===== src/rtl/ahb_gpu_pkg.sv =====
// Shared constants for the GPU draw-command queue: register map, CTRL/STATUS
// bit positions and default command-entry field widths.
package ahb_gpu_pkg;
  localparam logic [7:0] OFS_X          = 8'h00;
  localparam logic [7:0] OFS_Y          = 8'h04;
  localparam logic [7:0] OFS_PIXEL      = 8'h08;
  localparam logic [7:0] OFS_LEN        = 8'h0C;
  localparam logic [7:0] OFS_PUSH       = 8'h10;
  localparam logic [7:0] OFS_CTRL       = 8'h14;
  localparam logic [7:0] OFS_STATUS     = 8'h18;
  localparam logic [7:0] OFS_SYS_WR_LEN = 8'h1C;
  localparam logic [7:0] OFS_OVF_CLR    = 8'h20;

  localparam int CTRL_ENABLE = 0;
  localparam int CTRL_IRQ_EN = 1;
  localparam int CTRL_FLUSH  = 2;

  localparam int ST_EMPTY = 0;
  localparam int ST_FULL  = 1;
  localparam int ST_OVF   = 2;
  localparam int ST_BUSY  = 3;
  localparam int ST_SYSV  = 4;
  localparam int ST_CNT   = 8;

  localparam int COORD_W_DEF = 16;
  localparam int PIXEL_W_DEF = 24;
  localparam int LEN_W_DEF   = 24;
  localparam int CMD_W       = 2*COORD_W_DEF + PIXEL_W_DEF + LEN_W_DEF;

  function automatic int cmd_width(int cw, int pw, int lw);
    return 2*cw + pw + lw;
  endfunction
endpackage


===== src/rtl/ahb_gpu_cmd_queue_if.sv =====
// AHB-Lite slave-side signal bundle for the command queue.
interface ahb_gpu_cmd_queue_if;
  logic        HSEL;
  logic [31:0] HADDR;
  logic [1:0]  HTRANS;
  logic [2:0]  HSIZE;
  logic [3:0]  HPROT;
  logic        HWRITE;
  logic [31:0] HWDATA;
  logic        HREADY;
  logic        HREADYOUT;
  logic [31:0] HRDATA;
  logic        HRESP;

  modport master (output HSEL, HADDR, HTRANS, HSIZE, HPROT, HWRITE, HWDATA, HREADY,
                  input  HREADYOUT, HRDATA, HRESP);
  modport slave  (input  HSEL, HADDR, HTRANS, HSIZE, HPROT, HWRITE, HWDATA, HREADY,
                  output HREADYOUT, HRDATA, HRESP);
endinterface


===== src/rtl/ahb_gpu_sync_fifo.sv =====
// Show-ahead synchronous FIFO; flush overrides same-cycle push/pop.
module ahb_gpu_sync_fifo #(
  parameter int WIDTH = 8,
  parameter int DEPTH = 8
) (
  input  logic                     clk,
  input  logic                     rst_n,
  input  logic                     flush,
  input  logic                     push,
  input  logic [WIDTH-1:0]         wdata,
  input  logic                     pop,
  output logic [WIDTH-1:0]         rdata,
  output logic [$clog2(DEPTH):0]   count,
  output logic                     full,
  output logic                     empty
);
  localparam int AW = $clog2(DEPTH);

  logic [DEPTH-1:0][WIDTH-1:0] mem;
  logic [AW-1:0]               wr_ptr, rd_ptr;
  logic                        wr_ok, rd_ok;

  assign full  = (count == (AW+1)'(DEPTH));
  assign empty = (count == '0);
  assign rdata = mem[rd_ptr];
  // When full, a write is only legal because the head slot frees at the same edge.
  assign wr_ok = push & (~full | pop);
  assign rd_ok = pop & ~empty;

  always_ff @(posedge clk or negedge rst_n) begin
    if (!rst_n) begin
      mem    <= '0;
      wr_ptr <= '0;
      rd_ptr <= '0;
      count  <= '0;
    end else if (flush) begin
      wr_ptr <= '0;
      rd_ptr <= '0;
      count  <= '0;
    end else begin
      if (wr_ok) begin
        mem[wr_ptr] <= wdata;
        wr_ptr      <= wr_ptr + 1'b1;
      end
      if (rd_ok) rd_ptr <= rd_ptr + 1'b1;
      case ({wr_ok, rd_ok})
        2'b10:   count <= count + 1'b1;
        2'b01:   count <= count - 1'b1;
        default: ;
      endcase
    end
  end
endmodule


===== src/rtl/ahb_gpu_cmd_queue.sv =====
// AHB-Lite register front end that stages draw commands and queues them
// for the display engine over a valid/ready handshake.
module ahb_gpu_cmd_queue
  import ahb_gpu_pkg::*;
#(
  parameter int DEPTH   = 8,
  parameter int COORD_W = COORD_W_DEF,
  parameter int PIXEL_W = PIXEL_W_DEF,
  parameter int LEN_W   = LEN_W_DEF,
  parameter int WRLEN_W = 9
) (
  input  logic                 HCLK,
  input  logic                 HRESETn,
  ahb_gpu_cmd_queue_if.slave   ahb,
  output logic                 cmd_valid,
  input  logic                 cmd_ready,
  output logic [COORD_W-1:0]   cmd_x,
  output logic [COORD_W-1:0]   cmd_y,
  output logic [PIXEL_W-1:0]   cmd_pixel,
  output logic [LEN_W-1:0]     cmd_len,
  output logic [WRLEN_W-1:0]   sys_wr_len,
  input  logic                 eng_busy,
  input  logic                 eng_sys_valid,
  output logic                 irq
);
  localparam int ENTRY_W = cmd_width(COORD_W, PIXEL_W, LEN_W);
  localparam int CNT_W   = $clog2(DEPTH) + 1;

  logic               dp_vld, dp_write;
  logic [7:0]         dp_addr;
  logic [COORD_W-1:0] x_q, y_q;
  logic [PIXEL_W-1:0] pixel_q;
  logic [LEN_W-1:0]   len_q;
  logic [1:0]         ctrl_q;
  logic               ovf_q;
  logic               wr_en, rd_en, push, pop, flush, ovf_clr;
  logic               full, empty;
  logic [CNT_W-1:0]   count;
  logic [ENTRY_W-1:0] head;
  logic [31:0]        status, rdata;
  logic               unused;

  assign unused = ^{ahb.HSIZE, ahb.HPROT, ahb.HADDR[31:8], ahb.HWDATA};

  always_ff @(posedge HCLK or negedge HRESETn) begin
    if (!HRESETn) begin
      dp_vld   <= 1'b0;
      dp_addr  <= '0;
      dp_write <= 1'b0;
    end else if (ahb.HREADY) begin
      dp_vld   <= ahb.HSEL & ahb.HTRANS[1];
      dp_addr  <= ahb.HADDR[7:0];
      dp_write <= ahb.HWRITE;
    end
  end

  assign wr_en   = dp_vld & dp_write;
  assign rd_en   = dp_vld & ~dp_write;
  assign push    = wr_en & (dp_addr == OFS_PUSH);
  assign flush   = wr_en & (dp_addr == OFS_CTRL) & ahb.HWDATA[CTRL_FLUSH];
  assign ovf_clr = wr_en & (dp_addr == OFS_OVF_CLR) & ahb.HWDATA[0];
  assign cmd_valid = ~empty & ctrl_q[CTRL_ENABLE];
  assign pop       = cmd_valid & cmd_ready;

  always_ff @(posedge HCLK or negedge HRESETn) begin
    if (!HRESETn) begin
      x_q        <= '0;
      y_q        <= '0;
      pixel_q    <= '0;
      len_q      <= '0;
      ctrl_q     <= '0;
      sys_wr_len <= '0;
      ovf_q      <= 1'b0;
      irq        <= 1'b0;
    end else begin
      if (wr_en) begin
        case (dp_addr)
          OFS_X:          x_q        <= ahb.HWDATA[COORD_W-1:0];
          OFS_Y:          y_q        <= ahb.HWDATA[COORD_W-1:0];
          OFS_PIXEL:      pixel_q    <= ahb.HWDATA[PIXEL_W-1:0];
          OFS_LEN:        len_q      <= ahb.HWDATA[LEN_W-1:0];
          OFS_CTRL:       ctrl_q     <= {ahb.HWDATA[CTRL_IRQ_EN], ahb.HWDATA[CTRL_ENABLE]};
          OFS_SYS_WR_LEN: sys_wr_len <= ahb.HWDATA[WRLEN_W-1:0];
          default: ;
        endcase
      end
      // A fresh overflow beats a same-cycle clear.
      if (push & full & ~pop) ovf_q <= 1'b1;
      else if (ovf_clr)       ovf_q <= 1'b0;
      irq <= ctrl_q[CTRL_IRQ_EN] & empty & ~eng_busy;
    end
  end

  ahb_gpu_sync_fifo #(.WIDTH(ENTRY_W), .DEPTH(DEPTH)) u_fifo (
    .clk   (HCLK),
    .rst_n (HRESETn),
    .flush (flush),
    .push  (push),
    .wdata ({x_q, y_q, pixel_q, len_q}),
    .pop   (pop),
    .rdata (head),
    .count (count),
    .full  (full),
    .empty (empty)
  );

  assign {cmd_x, cmd_y, cmd_pixel, cmd_len} = head;

  always_comb begin
    status           = '0;
    status[ST_EMPTY] = empty;
    status[ST_FULL]  = full;
    status[ST_OVF]   = ovf_q;
    status[ST_BUSY]  = eng_busy;
    status[ST_SYSV]  = eng_sys_valid;
    status[ST_CNT +: CNT_W] = count;
  end

  always_comb begin
    rdata = '0;
    if (rd_en) begin
      case (dp_addr)
        OFS_X:          rdata[COORD_W-1:0] = x_q;
        OFS_Y:          rdata[COORD_W-1:0] = y_q;
        OFS_PIXEL:      rdata[PIXEL_W-1:0] = pixel_q;
        OFS_LEN:        rdata[LEN_W-1:0]   = len_q;
        OFS_CTRL:       rdata[1:0]         = ctrl_q;
        OFS_STATUS:     rdata              = status;
        OFS_SYS_WR_LEN: rdata[WRLEN_W-1:0] = sys_wr_len;
        default: ;
      endcase
    end
  end

  assign ahb.HRDATA    = rdata;
  assign ahb.HREADYOUT = 1'b1;
  assign ahb.HRESP     = 1'b0;
endmodule

===== src/flat_wrapper.sv =====
// flat-port wrapper written by rule: the top's interface ports become plain ports
module ahb_gpu_cmd_queue_flat import ahb_gpu_pkg::*;
#(
  parameter int DEPTH   = 8,
  parameter int COORD_W = COORD_W_DEF,
  parameter int PIXEL_W = PIXEL_W_DEF,
  parameter int LEN_W   = LEN_W_DEF,
  parameter int WRLEN_W = 9
)
  (HCLK, HRESETn, cmd_valid, cmd_ready, cmd_x, cmd_y, cmd_pixel, cmd_len, sys_wr_len, eng_busy, eng_sys_valid, irq, ahb_HSEL, ahb_HADDR, ahb_HTRANS, ahb_HSIZE, ahb_HPROT, ahb_HWRITE, ahb_HWDATA, ahb_HREADY, ahb_HREADYOUT, ahb_HRDATA, ahb_HRESP);
  ahb_gpu_cmd_queue_if ahb_i ();
  input  logic HCLK;
  input  logic HRESETn;
  output logic cmd_valid;
  input  logic cmd_ready;
  output logic [COORD_W-1:0] cmd_x;
  output logic [COORD_W-1:0] cmd_y;
  output logic [PIXEL_W-1:0] cmd_pixel;
  output logic [LEN_W-1:0] cmd_len;
  output logic [WRLEN_W-1:0] sys_wr_len;
  input  logic eng_busy;
  input  logic eng_sys_valid;
  output logic irq;
  input wire logic [$bits(ahb_i.HSEL)-1:0] ahb_HSEL;
  input wire logic [$bits(ahb_i.HADDR)-1:0] ahb_HADDR;
  input wire logic [$bits(ahb_i.HTRANS)-1:0] ahb_HTRANS;
  input wire logic [$bits(ahb_i.HSIZE)-1:0] ahb_HSIZE;
  input wire logic [$bits(ahb_i.HPROT)-1:0] ahb_HPROT;
  input wire logic [$bits(ahb_i.HWRITE)-1:0] ahb_HWRITE;
  input wire logic [$bits(ahb_i.HWDATA)-1:0] ahb_HWDATA;
  input wire logic [$bits(ahb_i.HREADY)-1:0] ahb_HREADY;
  output wire logic [$bits(ahb_i.HREADYOUT)-1:0] ahb_HREADYOUT;
  output wire logic [$bits(ahb_i.HRDATA)-1:0] ahb_HRDATA;
  output wire logic [$bits(ahb_i.HRESP)-1:0] ahb_HRESP;
  assign ahb_i.HSEL = ahb_HSEL;
  assign ahb_i.HADDR = ahb_HADDR;
  assign ahb_i.HTRANS = ahb_HTRANS;
  assign ahb_i.HSIZE = ahb_HSIZE;
  assign ahb_i.HPROT = ahb_HPROT;
  assign ahb_i.HWRITE = ahb_HWRITE;
  assign ahb_i.HWDATA = ahb_HWDATA;
  assign ahb_i.HREADY = ahb_HREADY;
  assign ahb_HREADYOUT = ahb_i.HREADYOUT;
  assign ahb_HRDATA = ahb_i.HRDATA;
  assign ahb_HRESP = ahb_i.HRESP;
  ahb_gpu_cmd_queue #(.DEPTH(DEPTH), .COORD_W(COORD_W), .PIXEL_W(PIXEL_W), .LEN_W(LEN_W), .WRLEN_W(WRLEN_W)) u_core (.HCLK(HCLK), .HRESETn(HRESETn), .ahb(ahb_i), .cmd_valid(cmd_valid), .cmd_ready(cmd_ready), .cmd_x(cmd_x), .cmd_y(cmd_y), .cmd_pixel(cmd_pixel), .cmd_len(cmd_len), .sys_wr_len(sys_wr_len), .eng_busy(eng_busy), .eng_sys_valid(eng_sys_valid), .irq(irq));
endmodule

===== config.mk =====
export PLATFORM = sky130hd
export DESIGN_NAME = ahb_gpu_cmd_queue_flat
export DESIGN_NICKNAME = d
export VERILOG_FILES = /design/src/rtl/ahb_gpu_pkg.sv /design/src/rtl/ahb_gpu_cmd_queue_if.sv /design/src/rtl/ahb_gpu_sync_fifo.sv /design/src/rtl/ahb_gpu_cmd_queue.sv /design/src/flat_wrapper.sv
export SDC_FILE = /design/constraint.sdc
export NUM_CORES = 1
export LEC_CHECK = 0
export BUFFER_PORTS_ARGS = -buffer_cell sky130_fd_sc_hd__clkbuf_2
export CORE_UTILIZATION = 40
export DETAILED_ROUTE_END_ITERATION = 10
export PLACE_DENSITY = 0.58
export SYNTH_ARGS = -nofsm -noshare
export SYNTH_HDL_FRONTEND = slang
export SYNTH_SLANG_ARGS = --single-unit

===== constraint.sdc =====
create_clock -name HCLK -period 7.5 [get_ports HCLK]
set_clock_uncertainty 0.1 [all_clocks]
set_input_delay 1.125 -clock HCLK [delete_from_list [all_inputs] [get_ports HCLK]]
set_output_delay 1.125 -clock HCLK [all_outputs]
set_load 0.02 [all_outputs]

After elaboration in Yosys (flattened, before gate mapping)
Cells that the tools add are included.
{"block": "totals", "register_bits": 753, "inputBits": 81, "output_inout_bits": 125}
{"block": "op_classes", "bitwise": 23, "reduce_logical": 14, "n_eq_ne": 11, "magnitude_cmp": 3, "mux": 18, "n_addsub": 4}
{"cell": "640-bit bitwise mux", "count": 1}
{"cell": "80-bit binary-select mux with 3-bit select", "count": 1}
{"cell": "80-bit demux with 3-bit select", "count": 1}
{"cell": "80-bit 2-to-1 mux", "count": 2}
{"cell": "7-bit one-hot mux with 6 select lines", "count": 1}
{"cell": "7-bit one-hot mux with 5 select lines", "count": 1}
{"cell": "8-bit by 5-bit == test with 1-bit output (second input constant)", "count": 4}
{"cell": "24-bit 2-to-1 mux", "count": 1}
{"cell": "1-bit bitwise AND", "count": 16}
{"cell": "8-bit by 4-bit == test with 1-bit output (second input constant)", "count": 2}
{"cell": "8-bit one-hot mux with 2 select lines", "count": 1}
{"cell": "2-bit one-hot mux with 7 select lines", "count": 1}
{"cell": "2-bit AND reduction", "count": 7}
{"cell": "3-bit 2-to-1 mux", "count": 4}
{"cell": "8-bit by 3-bit == test with 1-bit output (second input constant)", "count": 1}
{"cell": "8-bit by 6-bit == test with 1-bit output (second input constant)", "count": 1}
{"cell": "8-bit zero test", "count": 1}
{"cell": "3-bit by 4-bit < comparator with 1-bit output (second input constant)", "count": 2}
{"cell": "4-bit one-hot mux with 2 select lines", "count": 1}
{"cell": "3-bit by 1-bit adder with 3-bit output (second input constant)", "count": 2}
{"cell": "1-bit inverter", "count": 6}
{"cell": "2-bit nonzero test", "count": 3}
{"cell": "4-bit by 1-bit adder with 4-bit output (second input constant)", "count": 1}
{"cell": "4-bit == test (second input constant)", "count": 1}
{"cell": "other kinds (10)", "count": 11}

Depth between registers and ports, before layout
Gate-level depths: netlist of run 1.
{"block": "logic_depth", "ltp_word": 9, "ltp_mapped": 14, "ltp_nobuf": 11}

By module
Synthesis of run 1 repeated with hierarchy kept, for this count alone.
{"block": "unflattened", "hier_cells": 2072, "hier_area_um2": 34346.7}
{"module": "ahb_gpu_sync_fifo", "instances": 1, "area_each_um2": 29408.2, "cells_each": 1709}
{"module": "ahb_gpu_cmd_queue", "instances": 1, "area_each_um2": 4938.5, "cells_each": 363}

Worst setup path after synthesis of run 1
OpenSTA, ideal clock, no wires.
{"block": "synth_timing", "path_type": "reg-to-output", "startpoint": "register u_core.u_fifo.rd_ptr[0]", "endpoint": "output port cmd_len[0]", "n_path_buf": 3, "path_stages_with_launch": 6, "slack_ns": 4.003, "arrival_time_ns": 2.272, "cell_sequence": "dfrtp_1 clkbuf_1 clkbuf_1 buf_1 mux4_2 mux2_2"}
{"block": "synth_between", "elab_chain_cells": 2}
{"item": "start, declared", "line_no": "ahb_gpu_sync_fifo.sv:20", "text": "logic [AW-1:0] wr_ptr, rd_ptr;"}
{"item": "start signal, assigned", "line_no": "ahb_gpu_sync_fifo.sv:45", "text": "if (rd_ok) rd_ptr <= rd_ptr + 1'b1;"}
{"item": "80-bit binary-select mux with 3-bit select", "line_no": "ahb_gpu_sync_fifo.sv:25", "text": "assign rdata = mem[rd_ptr];"}
{"item": "80-bit 2-to-1 mux (implied by the code)", "line_no": "ahb_gpu_sync_fifo.sv:25"}
{"item": "end, declared", "line_no": "flat_wrapper.sv:19", "text": "output logic [LEN_W-1:0] cmd_len;"}
No other way between the ends. The select of a mux whose other input is x is not followed.

Worst setup path after layout of run 1
{"block": "layout_timing", "startpoint": "register u_core.dp_addr[4]", "endpoint": "output port ahb_HRDATA[0]"}
{"block": "layout_between", "elab_chain_cells": 3, "elab_cells_between_ends": 9, "cone_classes": "eq/ne (6); mux (2); reduce/logical (1)"}
{"item": "start, declared", "line_no": "ahb_gpu_cmd_queue.sv:30", "text": "logic [7:0] dp_addr;"}
{"item": "start signal, assigned", "line_no": "ahb_gpu_cmd_queue.sv:52", "text": "dp_addr <= ahb.HADDR[7:0];"}
{"item": "8-bit by 5-bit == test with 1-bit output (tied with other cells)", "line_no": "ahb_gpu_cmd_queue.sv:122", "text": "case (dp_addr)"}
{"item": "2-bit one-hot mux with 7 select lines *", "line_no": "ahb_gpu_cmd_queue.sv:122"}
{"item": "24-bit 2-to-1 mux *", "line_no": "ahb_gpu_cmd_queue.sv:121", "text": "if (rd_en) begin"}
{"item": "end, declared", "line_no": "flat_wrapper.sv:33", "text": "output wire logic [$bits(ahb_i.HRDATA)-1:0] ahb_HRDATA;"}
Every way passes the cells marked *; elsewhere a longest branch is shown, timed or not.

==> results by group, run 1 <==
Logic synthesis
  • Sequential-to-total area share from yosys stat: 54.5%
  • Proportion of synthesized flip-flops having asynchronous set or reset: 100%
  • Fraction of post-synthesis cell area in the top cell type by area: 54.5%
  • Yosys cell types: 53
  • Synthesized instance count: 2144
  • Netlist area before placement: about 35000 um^2
  • Synth area leaders: sky130_fd_sc_hd__dfrtp_1, sky130_fd_sc_hd__mux2_2, sky130_fd_sc_hd__mux4_2, sky130_fd_sc_hd__mux2_1, sky130_fd_sc_hd__mux2_4
  • Total of warnings raised by yosys: 0
  • Top FF cell, synth: sky130_fd_sc_hd__dfrtp_1
  • Number of flip-flops and latches in the synthesized netlist: 753
  • EDFF count, synth: 0
  • Area leader, netlist: sky130_fd_sc_hd__dfrtp_1
  • Avg Cell Area, Syn: 16.1 um^2

Floorplanning
  • Area of the placeable core: 85400 um^2
  • Effective utilization at floorplan: 40.5%
  • Standard-cell rows: 107
  • Horiz. Die Dim: 296 um
  • DIE AREA: 87700 um^2
  • Floorplan die height: between 200 and 300 um
  • Number of I/O pins: 206

Setup path
  • Worst path required time: approximately 6.3 ns
  • Maximum fanout encountered on the critical timing path: 14
  • Endpoint kind of the worst setup timing path: output port
  • Critical Path Source Type: flip-flop
  • Category of the critical setup timing path: reg2out
  • Data arrival time at the worst-slack endpoint: 3.68 ns

GRT
  • Vias in the first global route: 21000
  • Overall overflow remaining after global route: 0
  • Largest net degree at the start of global routing: 190
  • Wire length of the first global-routing pass: 137000 um
  • Overall routing resource usage: 20.9%
  • Number of antenna violations at the first check in global routing: 2

Finish
  • Share of layout cells above drive strength 1: ~50%
  • Filler cell count in the final layout: 7469
  • Multi-input gate area in the final layout: 14700 um^2
  • Most frequent cells in the layout: sky130_fd_sc_hd__dfrtp_1, sky130_fd_sc_hd__mux2_2, sky130_fd_sc_hd__mux2_1, sky130_fd_sc_hd__mux4_2, sky130_fd_sc_hd__clkbuf_2
  • Layout overhead on the synthesized area: 12.5%
  • Final net count: approximately 2300
  • Sequential cell area: 18900 um^2
  • Leading cell type in the layout, fill and taps excluded: sky130_fd_sc_hd__dfrtp_1
  • Final design utilization: 45.6%

Power
  • P_sw: 0.00260 W
  • Combinational group share of total power: 11.6%
  • Power per cell area: 249 nW/um^2
  • Highest ir drop seen on vdd: between 0.0002 and 0.00025 V
  • Clk pwr share: 42.7%
  • Part of the power in registers: 45.7%
  • Internal cell power: 0.00711 W
  • Static leakage power: 19.2 nW
  • Switching Fraction: ~27%

Hold path
  • Classification of the worst-slack hold path: reg2reg

Drt
  • Detailed-routing iteration count for the pre-antenna-repair pass: 5
  • Count of vias placed by the detailed router: 19000
  • Routed WL per cell: ~26 um
  • Routed wire length: 89300 um
  • Initial drt markers: 1160
  • DR DRC count: 0
  • Final antenna-violating net count: 0
  • Vias per Instance: 5.58

CTS
  • Quantity of gates resized following cts: 0
  • CTS Buffer Depth: 3
  • TritonCTS clock tree: done
  • Count of buffers added by post-CTS timing repair for setup: 0
  • Maximum level of the CTS H-tree: 3
  • Number of clock buffers inserted by TritonCTS: 84
  • Clock root buffer master: sky130_fd_sc_hd__clkbuf_16
  • Clock sinks: 753
  • Clock slew at reported path FFs: 0.06 ns
  • Clock latency reported for the late side of the worst-skew pair: 0.63 ns
  • Hold Buf Count CTS: 0

Timing
  • Final hold vios: 0
  • Share of the clock period used by the worst path after layout: 65.4%
  • Unrepaired setup endpoints after global routing: false
  • Max-slew violation total from the final report: 0
  • Worst Max-Slew Pin Slew: 1.20 ns
  • Worst slew slack as a fraction of its limit: 19.0%
  • Tmin final: 4.91 ns
  • Total negative slack: 0 ns
  • Worst-case hold slack: roughly 0.38 ns
  • Setup violations, final: 0
  • Highest attainable clock frequency: approximately 0.2 GHz

Placement
  • Weighted congestion reported at the end of routability-driven placement: 0.783
  • PortBufs: about 160
  • HPWL reported at the end of detailed placement: 53700 um

Job
  • Max-capacitance violation count: 0

Outcome
  • Outcome: completed
-- cell usage after synthesis (all sizes together) (2+ instances only) --
cell type / count
a32o: 8
or4b: 6
nor2b: 4
nor4: 10
a21oi: 9
o22ai: 3
and3: 5
nand4: 2
o21ai: 7
nor2: 26
xnor2: 2
or4: 2
nor3b: 2
nor4b: 3
nand2: 14
mux4: 172
dfrtp: 753
nand2b: 2
mux2i: 8
xor2: 4
o31ai: 2
clkbuf: 45
ha: 5
nor3: 7
conb: 2
buf: 183
nand3: 4
inv: 6
a22oi: 11
mux2: 825
and3b: 3
-- final timing paths --
kind	end	cells past startpoint	start	slack, ns
worst min register to register	u_core.u_fifo.mem[18]	1	u_core.u_fifo.mem[18]	0.38
worst max-delay path	ahb_HRDATA[0]	5	u_core.dp_addr[4]	2.59
worst min-delay path	u_core.u_fifo.mem[18]	1	u_core.u_fifo.mem[18]	0.38
worst max register to register	u_core.u_fifo.mem[316]	5	u_core.u_fifo.count[1]	3.49
min in group asynchronous	u_core.u_fifo.mem[310]	1	HRESETn	0.47
max in group asynchronous	u_core.u_fifo.mem[41]	2	HRESETn	5.25
-- flip-flops by register name, summed over array words and instances, names as in the netlist, 4 cells and up --
| name | flops |
|---|---|
| u_core.y_q | 16 |
| u_core.u_fifo.count | 4 |
| u_core.u_fifo.mem | 640 |
| u_core.pixel_q | 24 |
| u_core.sys_wr_len | 9 |
| u_core.dp_addr | 8 |
| u_core.len_q | 24 |
| u_core.x_q | 16 |
-- worst max-delay path, stage by stage, from the launching register on --
cell                       delay (ns)
sky130_fd_sc_hd__dfrtp_1         0.62
sky130_fd_sc_hd__or4_1           0.70
sky130_fd_sc_hd__nor3_2          0.86
sky130_fd_sc_hd__a32oi_1         0.16
sky130_fd_sc_hd__a21oi_1         0.45
sky130_fd_sc_hd__clkbuf_2        0.27
-- cells by family (layout without fill, tap and decap cells) --
logic type	count (synthesis)	count (layout)	synth area share [%]
buffers and inverters	234	349	3.37
XOR/XNOR	6	6	0.152
other	2	14	0.0217
AO/OA/AOI/OAI	45	45	0.930
adder cells (fa/ha/maj)	5	5	0.181
multiplexers	1005	1005	39.2
AND/OR/NAND/NOR	94	94	1.73
flip-flops	753	753	54.5
-- layout make-up --
class	instances	share of cell area, %
Sequential cell	753	48.4
Multi-Input combinational cell	1165	37.7
Clock buffer	130	6.53
Tap cell	1144	3.68
Timing Repair Buffer	187	2.83
Clock inverter	26	0.717
Inverter	6	0.0579
Antenna cell	4	0.0257
-- through the flow --
step | worst slack, ns | area [um^2] | power, W | cells
5_1_grt | 2.48 | 38900 | 0.0101 | 3411
3_5_place_dp | 2.94 | 36100 | 0.00567 | 3255
2_1_floorplan | 4.00 | 34600 | 0.00521 | 2152
3_3_place_gp | 2.98 | 36100 | 0.00567 | 3255
6_report | 2.59 | 38900 | 0.00971 | 3415
4_1_cts | 2.61 | 38900 | 0.00985 | 3411
-- routing by layer --
metal | track usage (%) | vias up | wire [um]
li1 | - | 8008 | -
met1 | 29.3 | 10500 | 40300
met2 | 34.1 | 420 | 43200
met3 | 3.28 | 130 | 3940
met4 | 5.17 | 4 | 1920
met5 | 0 | - | 25
-- power groups by stage --
| stage | clock [W] | combinational [W] | sequential, W |
|---|---|---|---|
| finish | 0.00415 | 0.00113 | 0.00443 |
| global route | 0.00442 | 0.00121 | 0.00445 |
| CTS | 0.00425 | 0.00116 | 0.00444 |
| detailed placement | 0 | 0.00116 | 0.00451 |
| global placement | 0 | 0.00116 | 0.00451 |
| floorplan | 0 | 0.000998 | 0.00421 |
(Power assumes the default switching activity.)
==> run 2, diff against run 1 <==
PLACE_DENSITY = 0.6   (was 0.58)
clock period = 4 ns   (was 7.5 ns; I/O delays follow)
==> results by group, run 2 (same netlist as run 1, synthesis figures left out) <==
Outcome
  • Outcome: completed

Drt
  • Initial drt markers: 1200 (+3.4%)
  • Detailed-routing iteration count for the pre-antenna-repair pass: 5 (unchanged)
  • Final antenna-violating net count: 0 (unchanged)
  • Count of vias placed by the detailed router: 19100 (+0.45%)
  • Routed WL per cell: 26.0 um (-0.65%)
  • Vias per Instance: 5.59 (+0.25%)
  • DR DRC count: 0 (unchanged)
  • Routed wire length: 88900 um (-0.45%)

GRT
  • Wire length of the first global-routing pass: 135000 um (-0.91%)
  • Overall routing resource usage: 20.8% (-0.14 points)
  • Vias in the first global route: 20900 (-0.21%)
  • Largest net degree at the start of global routing: 124 (-35%)
  • Number of antenna violations at the first check in global routing: 7 (+5)
  • Overall overflow remaining after global route: 0 (unchanged)

Finish
  • Final instance area: 39100 um^2 (+0.46%)
  • Multi-input gate area in the final layout: 14700 um^2 (unchanged)
  • Final design utilization: 45.8% (+0.21 points)
  • Max FFs per register: 640 (unchanged)
  • Sequential cell area: 18900 um^2 (unchanged)
  • Most frequent cells in the layout: sky130_fd_sc_hd__dfrtp_1, sky130_fd_sc_hd__mux2_2, sky130_fd_sc_hd__mux2_1, sky130_fd_sc_hd__mux4_2, sky130_fd_sc_hd__clkbuf_2
  • Leading cell type in the layout, fill and taps excluded: sky130_fd_sc_hd__dfrtp_1
  • Layout overhead on the synthesized area: 13.0%
  • Share of layout cells above drive strength 1: 50.4% (+0.40 points)
  • Register name with the most flops: u_core.u_fifo.mem
  • Registers with the highest flip-flop counts: u_core.u_fifo.mem: 640 flops, u_core.len_q: 24 flops, u_core.pixel_q: 24 flops
  • Final net count: 2306 (+1.0%)
  • Filler cell count in the final layout: 7459 (-0.13%)

Floorplanning
  • Floorplan die height: 296 um (unchanged)
  • DIE AREA: 87700 um^2 (unchanged)
  • Standard-cell rows: 107 (unchanged)
  • Horiz. Die Dim: 296 um (unchanged)
  • Number of I/O pins: 206 (unchanged)
  • Effective utilization at floorplan: 40.5% (unchanged)
  • Area of the placeable core: 85400 um^2 (unchanged)

Setup path
  • Critical Path Source Type: flip-flop
  • Maximum fanout encountered on the critical timing path: 13 (-1)
  • Endpoint kind of the worst setup timing path: output port
  • Worst path required time: 3.30 ns (-2.97 ns)
  • Data arrival time at the worst-slack endpoint: 3.17 ns (-0.51 ns)
  • Category of the critical setup timing path: reg2out

Timing
  • Setup violations, final: 0 (unchanged)
  • Tmin final: 3.87 ns
  • Total negative slack: 0 ns (unchanged)
  • Final hold vios: 0 (unchanged)
  • Worst slew slack as a fraction of its limit: 28.3% (+9.3 points)
  • Max-slew violation total from the final report: 0 (unchanged)
  • Worst Max-Slew Pin Slew: 1.07 ns (-0.131 ns)
  • Unrepaired setup endpoints after global routing: false
  • Highest attainable clock frequency: 0.259 GHz
  • Worst-case hold slack: 0.113 ns (-0.270 ns)
  • Share of the clock period used by the worst path after layout: 96.7%

Placement
  • HPWL reported at the end of detailed placement: 55000 um (+2.5%)
  • Total cell area at the placement stage: 36500 um^2 (+1.0%)
  • PortBufs: 155 (unchanged)
  • Weighted congestion reported at the end of routability-driven placement: 0.816 (+4.2%)

CTS
  • Clock sinks: 753 (unchanged)
  • Clock root buffer master: sky130_fd_sc_hd__clkbuf_16
  • Number of clock buffers inserted by TritonCTS: 82 (-2.4%)
  • Maximum level of the CTS H-tree: 3 (unchanged)
  • CTS Buffer Depth: 3 (unchanged)
  • TritonCTS clock tree: done
  • Clock slew at reported path FFs: 0.06 ns (about the same)
  • Clock latency reported for the late side of the worst-skew pair: 0.63 ns (about the same)

Power
  • Highest ir drop seen on vdd: 0.000304 V (+24%)
  • Static leakage power: 19.3 nW (+0.45%)
  • Power per cell area: 461 nW/um^2 (+85%)
  • Total chip power: 0.0180 W (+86%)

Hold path
  • Classification of the worst-slack hold path: in2reg

Job
  • Max-capacitance violation count: 0 (unchanged)
-- run 2: cell count changes in the layout (fill, tap and decap cells not counted), sizes merged --
cell         change
buf             +24
clkbuf          -14
clkinv           -4
diode            -3
clkinvlp         +2
bufinv           +1
dlygate4sd3      +1
-- run 2: repair_timing --
action	CTS	global route
hold buffers	1	0
setup buffers	0	0
endpoints found under the setup margin	0	1
resized for setup	0	1
endpoints found under the hold margin	50	0
-- run 2: worst paths after layout --
| kind | from | endpoint | slack, ns | depth (start not counted) |
|---|---|---|---|---|
| max | u_core.dp_addr[4] | ahb_HRDATA[4] | 0.13 | 6 |
| min | ahb_HADDR[1] | u_core.dp_addr[1] | 0.11 | 2 |
| max reg2reg | u_core.dp_addr[5] | u_core.u_fifo.count[2] | 0.72 | 11 |
| min reg2reg | u_core.u_fifo.mem[32] | u_core.u_fifo.mem[32] | 0.38 | 1 |
| max in group asynchronous | HRESETn | u_core.u_fifo.mem[311] | 2.13 | 3 |
| min in group asynchronous | HRESETn | u_core.u_fifo.mem[247] | 0.46 | 2 |
-- run 2: critical path: stages (launching register included) --
cell                       delay (ns)
sky130_fd_sc_hd__dfrtp_1         0.38
sky130_fd_sc_hd__buf_4           0.21
sky130_fd_sc_hd__or4_1           0.66
sky130_fd_sc_hd__nor4_1          0.50
sky130_fd_sc_hd__a22oi_1         0.16
sky130_fd_sc_hd__nor2_1          0.37
sky130_fd_sc_hd__clkbuf_2        0.26
-- run 2: metrics by stage --
stage | instances | setup WS [ns]
floorplan | 2152 | 1.03
global placement | 3279 | 0.760
detailed placement | 3279 | 0.711
CTS | 3421 | 0.0411
global route | 3422 | 0.0459
finish | 3422 | 0.132
-- run 2: power by group --
group,switching [W],internal (W),total (W)
clock network,0.00307,0.00439,0.00746
registers,0.000380,0.00771,0.00809
logic,0.00140,0.00109,0.00249
-- run 2: per-layer routing --
layer  wire, um  GRT usage, %
met5         21             0
met4       2660          6.70
met3       4650          4.03
met2      42300          33.0
met1      39300          28.7
-- run 2: cell type report --
| cell class | instances | share of cell area (%) |
|---|---|---|
| sequential | 753 | 48.2 |
| multi-input combinational | 1165 | 37.6 |
| clock buffer | 116 | 5.99 |
| timing repair buffer | 212 | 3.78 |
| tap | 1144 | 3.66 |
| clock inverter | 25 | 0.730 |
| inverter | 6 | 0.0576 |
| antenna | 1 | 0.00640 |
